--- src/rtl/axil_master.sv ---
// AXI4-Lite initiator: turns single-word register commands into AXI4-Lite
// read/write transactions, one outstanding, with a held response and error count.
module axil_master #(
  parameter int C_M_AXI_ADDR_WIDTH = 32
) (
  input  logic                          m_axi_aclk,
  input  logic                          m_axi_aresetn,
  input  logic                          cmd_valid,
  output logic                          cmd_ready,
  input  logic                          cmd_write,
  input  logic [C_M_AXI_ADDR_WIDTH-1:0] cmd_addr,
  input  logic [31:0]                   cmd_wdata,
  input  logic [3:0]                    cmd_wstrb,
  output logic                          rsp_valid,
  input  logic                          rsp_ready,
  output logic                          rsp_write,
  output logic [31:0]                   rsp_rdata,
  output logic [1:0]                    rsp_resp,
  output logic [7:0]                    err_count,
  output logic                          m_axi_awvalid,
  input  logic                          m_axi_awready,
  output logic [C_M_AXI_ADDR_WIDTH-1:0] m_axi_awaddr,
  output logic [2:0]                    m_axi_awprot,
  output logic                          m_axi_wvalid,
  input  logic                          m_axi_wready,
  output logic [31:0]                   m_axi_wdata,
  output logic [3:0]                    m_axi_wstrb,
  input  logic                          m_axi_bvalid,
  output logic                          m_axi_bready,
  input  logic [1:0]                    m_axi_bresp,
  output logic                          m_axi_arvalid,
  input  logic                          m_axi_arready,
  output logic [C_M_AXI_ADDR_WIDTH-1:0] m_axi_araddr,
  output logic [2:0]                    m_axi_arprot,
  input  logic                          m_axi_rvalid,
  output logic                          m_axi_rready,
  input  logic [31:0]                   m_axi_rdata,
  input  logic [1:0]                    m_axi_rresp
);

  // state   | meaning
  // IDLE    | waiting for a command, cmd_ready high
  // WR_REQ  | AW and W offered, each retires independently
  // WR_RESP | bready high, waiting for B
  // RD_REQ  | AR offered until arready
  // RD_DATA | rready high, waiting for R
  // RSP     | response held until rsp_ready
  localparam logic [2:0] IDLE    = 3'd0;
  localparam logic [2:0] WR_REQ  = 3'd1;
  localparam logic [2:0] WR_RESP = 3'd2;
  localparam logic [2:0] RD_REQ  = 3'd3;
  localparam logic [2:0] RD_DATA = 3'd4;
  localparam logic [2:0] RSP     = 3'd5;

  localparam logic [C_M_AXI_ADDR_WIDTH-1:0] ALIGN_MASK =
    {{(C_M_AXI_ADDR_WIDTH-2){1'b1}}, 2'b00};

  logic [2:0]                    state;
  logic [C_M_AXI_ADDR_WIDTH-1:0] addr_q;
  logic [31:0]                   wdata_q;
  logic [3:0]                    wstrb_q;
  logic                          awvalid_q;
  logic                          wvalid_q;
  logic                          arvalid_q;
  logic                          aw_done;
  logic                          w_done;

  assign cmd_ready     = (state == IDLE);
  assign rsp_valid     = (state == RSP);
  assign m_axi_bready  = (state == WR_RESP);
  assign m_axi_rready  = (state == RD_DATA);
  assign m_axi_awvalid = awvalid_q;
  assign m_axi_wvalid  = wvalid_q;
  assign m_axi_arvalid = arvalid_q;
  assign m_axi_awaddr  = addr_q;
  assign m_axi_araddr  = addr_q;
  assign m_axi_wdata   = wdata_q;
  assign m_axi_wstrb   = wstrb_q;
  assign m_axi_awprot  = 3'b000;
  assign m_axi_arprot  = 3'b000;

  // A channel counts as done once its valid has dropped or is handshaking now.
  assign aw_done = !awvalid_q || m_axi_awready;
  assign w_done  = !wvalid_q  || m_axi_wready;

  always_ff @(posedge m_axi_aclk or negedge m_axi_aresetn) begin
    if (!m_axi_aresetn) begin
      state     <= IDLE;
      addr_q    <= '0;
      wdata_q   <= '0;
      wstrb_q   <= '0;
      awvalid_q <= 1'b0;
      wvalid_q  <= 1'b0;
      arvalid_q <= 1'b0;
      rsp_write <= 1'b0;
      rsp_rdata <= '0;
      rsp_resp  <= '0;
      err_count <= '0;
    end else begin
      case (state)
        IDLE: begin
          if (cmd_valid) begin
            addr_q    <= cmd_addr & ALIGN_MASK;
            wdata_q   <= cmd_wdata;
            wstrb_q   <= cmd_wstrb;
            rsp_write <= cmd_write;
            if (cmd_write) begin
              awvalid_q <= 1'b1;
              wvalid_q  <= 1'b1;
              state     <= WR_REQ;
            end else begin
              arvalid_q <= 1'b1;
              state     <= RD_REQ;
            end
          end
        end
        WR_REQ: begin
          if (awvalid_q && m_axi_awready) awvalid_q <= 1'b0;
          if (wvalid_q && m_axi_wready)   wvalid_q  <= 1'b0;
          if (aw_done && w_done)          state     <= WR_RESP;
        end
        WR_RESP: begin
          if (m_axi_bvalid) begin
            rsp_resp  <= m_axi_bresp;
            rsp_rdata <= '0;
            if (m_axi_bresp != 2'b00 && err_count != 8'hFF)
              err_count <= err_count + 8'd1;
            state <= RSP;
          end
        end
        RD_REQ: begin
          if (m_axi_arready) begin
            arvalid_q <= 1'b0;
            state     <= RD_DATA;
          end
        end
        RD_DATA: begin
          if (m_axi_rvalid) begin
            rsp_resp  <= m_axi_rresp;
            rsp_rdata <= m_axi_rdata;
            if (m_axi_rresp != 2'b00 && err_count != 8'hFF)
              err_count <= err_count + 8'd1;
            state <= RSP;
          end
        end
        RSP: begin
          if (rsp_ready) state <= IDLE;
        end
        default: state <= IDLE;
      endcase
    end
  end

endmodule

--- config.mk ---
export PLATFORM = sky130hd
export DESIGN_NAME = axil_master
export DESIGN_NICKNAME = d
export VERILOG_FILES = /design/src/rtl/axil_master.sv
export SDC_FILE = /design/constraint.sdc
export NUM_CORES = 1
export LEC_CHECK = 0
export ABC_CLOCK_PERIOD_IN_PS = 1700
export BUFFER_PORTS_ARGS = -buffer_cell sky130_fd_sc_hd__buf_2
export CELL_PAD_IN_SITES_DETAIL_PLACEMENT = 1
export CELL_PAD_IN_SITES_GLOBAL_PLACEMENT = 1
export CORE_MARGIN = 2
export CORE_UTILIZATION = 29
export DETAILED_ROUTE_END_ITERATION = 6
export GPL_TIMING_DRIVEN = 0
export PLACE_DENSITY_LB_ADDON = 0.1
export SETUP_SLACK_MARGIN = 0.05
export SLEW_MARGIN = 20
export SYNTH_ARGS = -nofsm -noshare
export SYNTH_HDL_FRONTEND = slang
export SYNTH_SLANG_ARGS = --single-unit
export TNS_END_PERCENT = 10
--- constraint.sdc ---
create_clock -name m_axi_aclk -period 1.7 [get_ports m_axi_aclk]
set_input_delay 0 -clock m_axi_aclk [delete_from_list [all_inputs] [get_ports m_axi_aclk]]
set_output_delay 0 -clock m_axi_aclk [all_outputs]
set_load 0.05 [all_outputs]
==> out/summary.md <==
• **Fill cells** 1,808
• **routability congestion estimate from global placement** 0.746
• **clock network latency to the later pin of the worst-skew pair** 0.41 ns
• **average routed wire per standard cell** 16.4 um
• **worst stage delay on the critical path** 0.40 ns
• **biggest area contributors in the synthesized netlist** dfrtp_1, mux2_1, buf_4
• **worst hold path type** input port to register
• **root buffer cell** clkbuf_16
• **min cycle time layout** 1.82 ns
• **maximum number of pins on one net before global-route repair** 64
• **critical path type** register to register
• **smallest setup slack after layout** -0.116 ns
• **Chip Width** 133 um
• **worst path bufs/invs** 1
• **placed wire-length estimate** 10,800 um
• **area of all sequential standard cells** 0.00288 mm^2
• **overall die area** 0.0176 mm^2
• **Yosys cell types** 43
• **worst slew pin tran** 0.533 ns
• **predominant post-synthesis flop cell** dfrtp_1
• **arrival time worst endpoint** 2.11 ns
• **total iterations of the first detailed-routing run** 4
• **count of flip-flops with a built-in enable after synthesis** 0
• **setup repair after global routing missed its margin** yes
• **share of layout cells above drive strength 1** 0.513
• **end-of-flow core utilization** 0.513
• **GR Overflow Total** 0
• **Overall Global Routing Usage** 0.183
• **wire length of the first global-routing pass** 25,300 um
• **Final Skew** 0.0107 ns
• **area of the mapped netlist** 0.00481 mm^2
• **Setup crit start kind** register
• **TritonCTS buffer count** 17
• **worst slew margin relative to its limit** 0.644
• **number of buffers added on ports** 257
• **most repeated cell in the gate-level netlist after synthesis** dfrtp_1
• **area of the core** 0.0164 mm^2
• **total placed cells including tap cells** 834
• **starting density of the core** 0.293
• **TritonCTS clock tree** done
• **remaining design rule violation count** 0
• **f_max** 0.551 GHz
• **number of top-level design ports** 270
• **residual antenna-violating net count after detailed routing** 0
• **Setup crit end kind** register
• **area added between synthesis and finish** 74.8%
• **final-report setup violation count** 22
• **hold violation count in the final report** 0
• **post-route worst hold slack** 0.121 ns
• **leading area contributor after synthesis** dfrtp_1
• **Placement Rows** 47
• **combined area of the multi-input logic cells** 0.00165 mm^2
• **crit-path max FO** 8
• **cells along the critical path** ha_2 > and4_4 > o2bb2ai_2 > a221o_1 > buf_6 > mux2_4
• **total via count in the routed design** 4,257
• **cell with the biggest individual delay on the critical path** dfrtp_1
• **gate count of the mapped netlist** 347
• **fraction of the yosys area taken by sequential cells** 0.598
• **buffer levels on the longest clock path** 2
• **required time of the critical path** 1.99 ns
• **via count of the first global-routing pass** 4,735
• **outcome** finished, violations left
• **die height** 133 um
• **number of synthesis warnings** 0
• **DR vias/cell** 4.32
• **CTS H-tree depth** 4
• **post-layout net count** 869
• **Avg Synthesized Cell Area** 13.9 um^2
• **wire length after detailed routing** 16,100 um
• **Max Transition Viols Final** 0
• **Top delay family on crit path** compound AO/OA/AOI/OAI gates
• **Reg clk slew, reported paths** 0.05 ns
• **sink count of the clock tree** 115
• **antenna violations before repair** 0
• **fraction of synthesis flops using an asynchronous set or reset pin** 1.00
• **Synth top area share** 0.598
• **violations in the final reports** setup timing
• **total of flip-flops plus latches after synthesis** 115
• **Iter 0 DRT Violations** 113
• **top cells by instance count after synthesis** dfrtp_1, mux2_1, buf_4
• **count of non-filler cells in the finished layout** 985
• **max-cap violations** 0
• **period utilisation layout** 1.07
## final cells by class
class / count / area share
inverters: 6 / 0.00268
diodes: 1 / 0.000297
multi-input cells: 175 / 0.196
well taps: 220 / 0.0327
clock buffers: 23 / 0.0580
flip-flops and latches: 115 / 0.342
repair buffers: 379 / 0.302
clock inverters: 6 / 0.00654
plain buffers: 60 / 0.0599
## timing repair
| item | CTS | global route |
|---|---|---|
| setup endpoints to repair | 110 | 92 |
| cloned | 0 | 1 |
| hold buffers | 108 | 0 |
| gates resized for setup | 22 | 31 |
| setup buffers | 8 | 4 |
| endpoints found under the hold margin | 157 | 0 |
| pin swaps | 6 | 8 |
## routing by layer
metal  wire length [um]  GRT usage  vias up
met3                954     0.0536       30
li1                   -          -     1993
met5                  0          0        -
met2               8430      0.324      166
met4                343     0.0705        0
met1               6410      0.208     2068
## worst paths after layout
kind / cells after the start / start / slack, ns / end
max reg2reg: 6 / err_count[0] / -0.12 / err_count[1]
min reg2reg: 1 / m_axi_wdata[31] / 0.48 / m_axi_wdata[31]
max: 6 / err_count[0] / -0.12 / err_count[1]
max in group asynchronous: 3 / m_axi_aresetn / 0.85 / state[1]
min: 4 / rsp_ready / 0.12 / state[2]
min in group asynchronous: 2 / m_axi_aresetn / 0.13 / m_axi_araddr[7]
## flip-flops by register name (all words and copies together) (netlist names)
signal	flops
rsp_rdata	32
m_axi_wdata	32
m_axi_arvalid	1
m_axi_araddr	30
m_axi_wvalid	1
m_axi_wstrb	4
m_axi_awvalid	1
rsp_write	1
state	3
err_count	8
rsp_resp	2
## through the flow
stage	setup WS, ns	TNS (ns)	area, um^2
final	-0.116	-0.664	8410
after global routing	-0.217	-2.73	8410
after CTS	-0.123	-2.01	8250
after detailed placement	-0.409	-24.94	6500
after global placement	-0.864	-116.90	6470
after floorplan	-0.383	-26.13	4900
## cell usage in the layout, fill, tap and decap left out, drive strengths merged, types with 2 or more instances in the layout
cell type    netlist  final
or3b               2      2
mux2i              2      2
mux2              67     67
nand3              2      2
dfrtp            115    115
o21ai              8      8
a22o              33     33
nand2              9      9
inv                4      4
nor2               5      5
a21oi              3      3
clkinv             2      7
nor3               4      4
conb               1     10
buf               54    325
xor2               6      6
nor2b              2      2
clkbuf             6     29
o2bb2ai            3      3
and2               2      2
a31oi              3      3
dlygate4sd3        0    108
## kinds of logic (layout without fill, tap and decap cells)
| kind of cell | Yosys count | after routing | synth area share |
|---|---|---|---|
| AOI/OAI and AO/OA | 54 | 54 | 0.0897 |
| xor gates and xnor gates | 7 | 7 | 0.0127 |
| adders and majority gates | 1 | 1 | 0.00260 |
| buffers and inverters | 66 | 474 | 0.0905 |
| DFF | 115 | 115 | 0.598 |
| muxes | 69 | 69 | 0.161 |
| other | 1 | 11 | 0.000779 |
| and+or+nand+nor | 34 | 34 | 0.0447 |
## worst register-to-register path, delay by kind of cell, from the launching register on
family                   cells  cell delay (ns)
AO/OA/AOI/OAI                2             0.47
buffers and inverters        1             0.15
flip-flops                   1             0.40
adder cells (fa/ha/maj)      1             0.21
multiplexers                 1             0.30
AND/OR/NAND/NOR              1             0.16
Power is left out: the tool's default activity adds up to more than one toggle a clock period on the data nets, which glitch-free logic cannot reach.
